File: src/rtl/botoes_contador.sv
// botoes_contador: synchronizes and debounces two raw push buttons and sequences
// them into single-cycle acrescer/decrescer pulses with optional auto-repeat.

module botoes_debounce #(
  parameter int DEBOUNCE_CYCLES = 250000
) (
  input  logic clk,
  input  logic rst_n,
  input  logic raw,
  output logic level
);
  localparam int            CW       = $clog2(DEBOUNCE_CYCLES + 1);
  localparam logic [CW-1:0] CNT_LAST = CW'(DEBOUNCE_CYCLES - 1);

  logic [1:0]    sync;
  logic [CW-1:0] cnt;

  // Level flips on the edge where the mismatch count would reach DEBOUNCE_CYCLES.
  always_ff @(posedge clk or negedge rst_n) begin
    if (!rst_n) begin
      sync  <= '0;
      cnt   <= '0;
      level <= 1'b0;
    end else begin
      sync <= {sync[0], raw};
      if (sync[1] == level) begin
        cnt <= '0;
      end else if (cnt == CNT_LAST) begin
        cnt   <= '0;
        level <= ~level;
      end else begin
        cnt <= cnt + 1'b1;
      end
    end
  end
endmodule

module botoes_contador #(
  parameter int DEBOUNCE_CYCLES = 250000,
  parameter int HOLD_CYCLES     = 25000000,
  parameter int REPEAT_CYCLES   = 5000000,
  parameter int REPEAT_EN       = 1
) (
  input  logic clk,
  input  logic rst_n,
  input  logic btn_acrescer,
  input  logic btn_decrescer,
  output logic acrescer,
  output logic decrescer,
  output logic ocupado
);
  localparam int            NUM_BTN   = 2;
  localparam int            TMAX      = (HOLD_CYCLES > REPEAT_CYCLES) ? HOLD_CYCLES : REPEAT_CYCLES;
  localparam int            TW        = $clog2(TMAX);
  localparam logic [TW-1:0] HOLD_LAST = TW'(HOLD_CYCLES - 1);
  localparam logic [TW-1:0] REP_LAST  = TW'(REPEAT_CYCLES - 1);
  localparam logic          REP       = (REPEAT_EN != 0);

  localparam logic [1:0] OCIOSO      = 2'd0;
  localparam logic [1:0] ESPERA_HOLD = 2'd1;
  localparam logic [1:0] REPETINDO   = 2'd2;
  localparam logic [1:0] BLOQUEADO   = 2'd3;

  // Lane 1 = up (acrescer), lane 0 = down (decrescer).
  logic [NUM_BTN-1:0] raw, db;
  assign raw = {btn_acrescer, btn_decrescer};

  botoes_debounce #(.DEBOUNCE_CYCLES(DEBOUNCE_CYCLES)) u_db [NUM_BTN-1:0] (
    .clk   (clk),
    .rst_n (rst_n),
    .raw   (raw),
    .level (db)
  );

  logic [1:0]    state, state_n;
  logic          dir, dir_n;
  logic [TW-1:0] timer, timer_n;
  logic          up_n, dn_n;
  logic          dir_btn, oth_btn, expiry;

  assign dir_btn = dir ? db[1] : db[0];
  assign oth_btn = dir ? db[0] : db[1];
  assign expiry  = (state == ESPERA_HOLD) ? (REP && (timer == HOLD_LAST))
                                          : (timer == REP_LAST);

  // Release beats conflict, conflict beats timer expiry.
  always_comb begin
    state_n = state;
    dir_n   = dir;
    timer_n = timer;
    up_n    = 1'b0;
    dn_n    = 1'b0;
    case (state)
      OCIOSO: begin
        if (db[1] && db[0]) begin
          state_n = BLOQUEADO;
        end else if (db[1] || db[0]) begin
          dir_n   = db[1];
          up_n    = db[1];
          dn_n    = db[0];
          timer_n = '0;
          state_n = ESPERA_HOLD;
        end
      end
      ESPERA_HOLD, REPETINDO: begin
        if (!dir_btn) begin
          state_n = OCIOSO;
        end else if (oth_btn) begin
          state_n = BLOQUEADO;
        end else if (expiry) begin
          up_n    = dir;
          dn_n    = ~dir;
          timer_n = '0;
          state_n = REPETINDO;
        end else if (state == REPETINDO || REP || timer != HOLD_LAST) begin
          timer_n = timer + 1'b1;
        end
      end
      default: begin
        if (!db[1] && !db[0]) state_n = OCIOSO;
      end
    endcase
  end

  always_ff @(posedge clk or negedge rst_n) begin
    if (!rst_n) begin
      state     <= OCIOSO;
      dir       <= 1'b0;
      timer     <= '0;
      acrescer  <= 1'b0;
      decrescer <= 1'b0;
      ocupado   <= 1'b0;
    end else begin
      state     <= state_n;
      dir       <= dir_n;
      timer     <= timer_n;
      acrescer  <= up_n;
      decrescer <= dn_n;
      ocupado   <= (state_n != OCIOSO);
    end
  end
endmodule

File: config.mk
export PLATFORM = sky130hd
export DESIGN_NAME = botoes_contador
export DESIGN_NICKNAME = d
export VERILOG_FILES = /design/src/rtl/botoes_contador.sv
export SDC_FILE = /design/constraint.sdc
export NUM_CORES = 1
export LEC_CHECK = 0
export CORE_MARGIN = 1
export CORE_UTILIZATION = 57
export DETAILED_ROUTE_END_ITERATION = 10
export HOLD_SLACK_MARGIN = 0.08
export PLACE_DENSITY = 0.77
export SYNTH_ARGS = -nofsm -noshare
export SYNTH_HDL_FRONTEND = slang
export SYNTH_HIERARCHICAL = 1
export SYNTH_SLANG_ARGS = --single-unit
File: constraint.sdc
create_clock -name clk -period 2.2 [get_ports clk]
set_clock_uncertainty 0.2 [all_clocks]
set_input_delay 0.33 -clock clk [delete_from_list [all_inputs] [get_ports clk]]
set_output_delay 0.33 -clock clk [all_outputs]
set_load 0.01 [all_outputs]
Word-level counts from Yosys, hierarchy flattened --
Index checks and enable logic that the tools add are counted.
Storage, ports and cells: bits in registers 73, latch bits 0, memory bits (writable) 0, memory bits (read-only) 0, input port bits 4, output and inout port bits 3, memories kept 0
Cells by class: $add $sub $neg 3, multipliers 0, div/mod/pow operators 0, order comparisons 0, equal/unequal tests 12, shift operators 0, mux-type cells 32, bitwise gates (word level) 6, reductions and logical operators 13
Operators with widths (number):
- 25-bit 2-to-1 mux | 5
- 18-bit 2-to-1 mux | 4
- 25-bit one-hot mux with 2 select lines | 1
- 18-bit by 1-bit adder with 18-bit output, second input constant | 2
- 18-bit equality test, second input constant | 2
- 25-bit by 1-bit adder with 25-bit output, second input constant | 1
- 25-bit by 23-bit equality test with 1-bit output, second input constant | 1
- 25-bit equality test, second input constant | 1
- 1-bit 2-to-1 mux | 13
- 2-bit 2-to-1 mux | 6
- 2-bit inequality test, second input constant | 4
- 1-bit NOT | 6
- 5-bit AND reduction | 1
- 1-bit one-hot mux with 2 select lines | 2
- 2-bit one-hot mux with 2 select lines | 1
- 2-bit AND reduction | 2
- 2-bit nonzero test | 2
- 3-bit AND reduction | 1
- 1-bit equality test | 2
- 2-bit by 1-bit equality test with 1-bit output, second input constant | 1
- 2-bit equality test, second input constant | 1
- 1-bit logical AND | 2
- 1-bit zero test | 2
- 2-bit zero test | 1
- 2 further kinds | 2

Longest topological paths before layout --
depth in word-level cells 7, mapped depth 10, depth with buffers taken out 7

Hierarchy --
Netlist, hierarchy kept.
By module, submodules not included:
- botoes_contador | times used 1, cells each 232, area an instance 2124.5 sq um, seq. area each 775.7 sq um
- botoes_debounce | times used 2, cells each 99, area an instance 1029.7 sq um, seq. area each 525.5 sq um

Least setup slack after synthesis --
Ideal clock, no wire load.
kind flip-flop to flip-flop, start register state[0], end register timer[10], library setup time 0.121 ns, arrival 2.023 ns, data required time 1.879 ns, slack -0.144 ns, stages on the path, launching flop included 8, period minus slack after synthesis 2.344 ns, path through dfrtp_1 -> inv_1 -> ha_1 -> nor4b_2 -> clkbuf_1 -> o221ai_1 -> o21a_1 -> o22a_1
Between the ends: word-level cells in the longest chain between the ends 6
RTL lines:
- from (decl) | RTL line 75 | logic [1:0] state, state_n;
- from (signal assigned) | RTL line 134 | state <= state_n;
- 2-bit by 1-bit equality test with 1-bit output | RTL line 83, 93
- 1-bit 2-to-1 mux | RTL line 83 | assign expiry = (state == ESPERA_HOLD) ? (REP && (timer == HOLD_LAST))
- 25-bit 2-to-1 mux | RTL line 110 | end else if (expiry) begin
- 25-bit 2-to-1 mux | RTL line 108 | end else if (oth_btn) begin
- 25-bit 2-to-1 mux | RTL line 106 | if (!dir_btn) begin
- 25-bit one-hot mux with 2 select lines | RTL line 93 | case (state)
- to (signal assigned) | RTL line 136 | timer <= timer_n;
- to (decl) | RTL line 77 | logic [TW-1:0] timer, timer_n;
Parallel ways exist; a longest one is shown, timed or not. The select of a mux whose other input is x is not followed. A chain may end at the register's enable or synchronous reset.

Worst setup path after layout --
start register timer[0], end register timer[11]
Between the ends: word-level cells in the longest chain between the ends 6
RTL lines (RTL line):
- branches (longest 2 deep; another with 25-bit by 1-bit adder with 25-bit output)
- 25-bit 2-to-1 mux * | 110
- 25-bit 2-to-1 mux * | 108
- 25-bit 2-to-1 mux * | 106
- 25-bit one-hot mux with 2 select lines * | 93
Every way passes the cells marked *. The select of a mux whose other input is x is not followed.

==> results.txt <==
run status: completed
Final setup viols: 0
wire length of the first global-routing pass: 15900 um
critical path launch point type: flip-flop
proportion of layout cells with a drive suffix above 1: 0.235
Final Cycle Share: 0.977
# port buffers: 6
instance count along the most critical hold path: 0
cell at the root of the clock tree: clkbuf_8
CP Capture Type: flip-flop
number of vias in the routed layout: 3561
most common cell after layout, fill and taps aside: dfrtp_1
final hold viol count: 0
net count after synthesis: 444
Max-slew headroom: 0.733
number of antenna violations at the first check in global routing: 0
post-detailed-route via-to-cell ratio: 6.04
Total Negative Setup Slacks: 0 ns
Post-Layout Inst Area: 5050 sq um
Max-cap violations: 0
total design power: 2.64 mW
RePlAce Congestion: 0.921
Worst Reg2Reg Path Length in Cells: 8
Post-Route Utilization: 0.728
maximum number of pins on one net before global-route repair: 45
height of the chip: 87.7 um
max-slew violation count: 0
#FFs+latches synth: 73
number of H-tree branching levels: 3
sequential element share of the synthesized area: 0.437
count of TritonRoute iterations in the first routing pass: 4
post-route antenna net violation count: 0
total number of clock tree sinks: 73
count of flip-flops with a built-in enable after synthesis: 0
signed area change from the synthesized netlist to the final layout: 20.8%
HP Start: u_db[1]/sync[0]
CTS tree: yes
horizontal die dimension: 87.7 um
Arrival @ worst endpoint: 2.19 ns
worst-case clock buffer depth: 2
top library cells by usage in the layout, fill and taps aside: dfrtp_1, buf_4, nor2_1
power per standard cell area: 522 nW/um^2
launching element of the worst setup path: timer[0]
post-synth cell types: 67
average wire per standard cell: 15.9 um
number of design-rule violations left by the first detailed-router iteration: 188
hold path endpoint: u_db[1]/sync[1]
# fillers: 471
upper clock frequency limit: 465 MHz
clock-pin transition on the worst setup and hold timing paths: 0.08 ns
count of non-filler cells in the finished layout: 590
post-layout minimum cycle time: 2.15 ns
Syn. warnings: 6
Initial Utilization: 0.603
via count of the first global-routing pass: 3443
ports placed on the boundary: 7
placed instance area: 4700 sq um
number of placement rows: 30
worst flop-to-flop path endpoint: timer[11]
CP Max Fanout: 3
class of the worst hold path: flip-flop to flip-flop
overall die area: 7690 sq um
# nets final: 503
ANT cells: 0
predominant post-synthesis flop cell: dfrtp_1
maximum vdd ir drop: 0.526 mV
required time of the critical path: 2.24 ns
total routed wirelength: 9350 um
Overall Global Routing Usage: 0.267
setup slack, reg-to-reg: 0.05 ns
grt total ovfl: 0
Residual DRC: 0
DPL Wire Length: 6420 um
kind of critical path: flip-flop to flip-flop
Mapped Avg Cell Area: 9.73 sq um
placeable core area: 6940 sq um
cell count after placement: 568
Mapped Area: 4180 sq um
TritonCTS buffer count: 9
leakage power of the design: 2.21 nW
source-to-sink clock delay at the later pin of the worst-skew pair: 0.36 ns
share of flip-flops with an asynchronous set or reset after synthesis: 1.00
reg-to-reg startpoint: timer[0]
transition at the pin with the smallest max-transition slack: 0.400 ns
number of instances in the synthesized netlist: 430
==> through the flow <==
| step | hold WS, ns | setup WS (ns) |
|---|---|---|
| after global placement | 0.0798 | -0.00906 |
| after CTS | 0.150 | 0.000724 |
| after global routing | 0.168 | -0.0167 |
| final | 0.150 | 0.0497 |
| after floorplan | -0.166 | -0.0103 |
| after detailed placement | 0.0833 | -0.0700 |
==> per-layer routing <==
metal	up-vias	track usage	share of wire	wire length (um)
li1	1694	-	-	-
met1	1746	0.338	0.45	4190
met2	105	0.449	0.49	4590
met3	16	0.0613	0.043	405
met4	0	0.0969	0.018	169
met5	-	0	0	0
==> worst max-delay path, cell delays in order, from the launching register on <==
cell      delay, ns
dfrtp_1        0.37
ha_2           0.21
nand4b_1       0.17
nor4_4         0.30
buf_4          0.20
o211a_1        0.18
a211oi_1       0.06
buf_4          0.15
o22a_1         0.21
==> Yosys cell counts, types with 3 or more instances <==
master	number	area, sq um
dfrtp_1	73	1830
nor2_1	53	199
nand2_1	34	128
nand3_1	24	120
xnor2_1	20	175
nor4_1	18	113
nand4_1	17	106
xor2_1	17	149
inv_1	13	48.8
o21ai_0	13	65.1
and3_1	10	62.6
ha_1	10	125
clkbuf_1	8	30.0
a21oi_1	7	35.0
buf_2	7	35.0
a21o_1	5	37.5
a31oi_1	5	31.3
nand2b_1	5	31.3
o211ai_1	5	37.5
o22a_1	5	43.8
nand4b_1	4	35.0
nor3_1	4	20.0
o2111ai_1	4	35.0
and4_1	3	26.3
buf_6	3	33.8
mux2_2	3	33.8
mux2i_1	3	30.0
nand4_2	3	37.5
or3_1	3	18.8
or4_1	3	22.5
==> registers in the layout, summed over array words and instances, names as in the netlist <==
name        flops
ocupado         1
state           2
timer          25
dir             1
acrescer        1
u_db/cnt       36
u_db/sync       4
decrescer       1
u_db/level      2
==> final cells by class <==
cell class                      count  area, sq um  share of cell area
Sequential cell                    73         1830               0.362
Clock buffer                       10          138              0.0272
Timing Repair Buffer               67          547               0.108
Tap cell                           96          120              0.0238
Inverter                           13         48.8             0.00965
Multi-Input combinational cell    325         2280               0.451
Clock inverter                      6         91.3              0.0181
==> how the worst max path moves through the flow <==
stage | to | slack (ns)
after floorplan | timer[18] | -0.01
after global placement | timer[20] | -0.009
after detailed placement | timer[20] | -0.07
after CTS | timer[10] | 0.0007
after global routing | timer[11] | -0.02
final | timer[11] | 0.05
==> power by group <==
group / switching [mW] / leakage [nW] / total [mW] / internal, mW
combinational: 0.0483 / 1.09 / 0.0757 / 0.0273
clock: 0.523 / 0.116 / 1.20 / 0.673
sequential: 0.0121 / 1.00 / 1.37 / 1.35
==> cell families after synthesis <==
logic type / after synthesis / synth area share
and+or+nand+nor: 206 / 0.282
DFF: 73 / 0.437
AOI/OAI and AO/OA: 66 / 0.122
xor gates and xnor gates: 37 / 0.0775
buffers and inverters: 32 / 0.0365
adders and majority gates: 10 / 0.0299
muxes: 6 / 0.0153
==> repair_timing <==
| action | in CTS | in global routing |
|---|---|---|
| setup buffers | 1 | 4 |
| hold endpoints to repair | 72 | 0 |
| pin swaps | 3 | 4 |
| endpoints found under the setup margin | 16 | 26 |
| hold buffers | 1 | 0 |
| resized for setup | 6 | 14 |
Note: power is estimated with default switching activity, not from simulation.
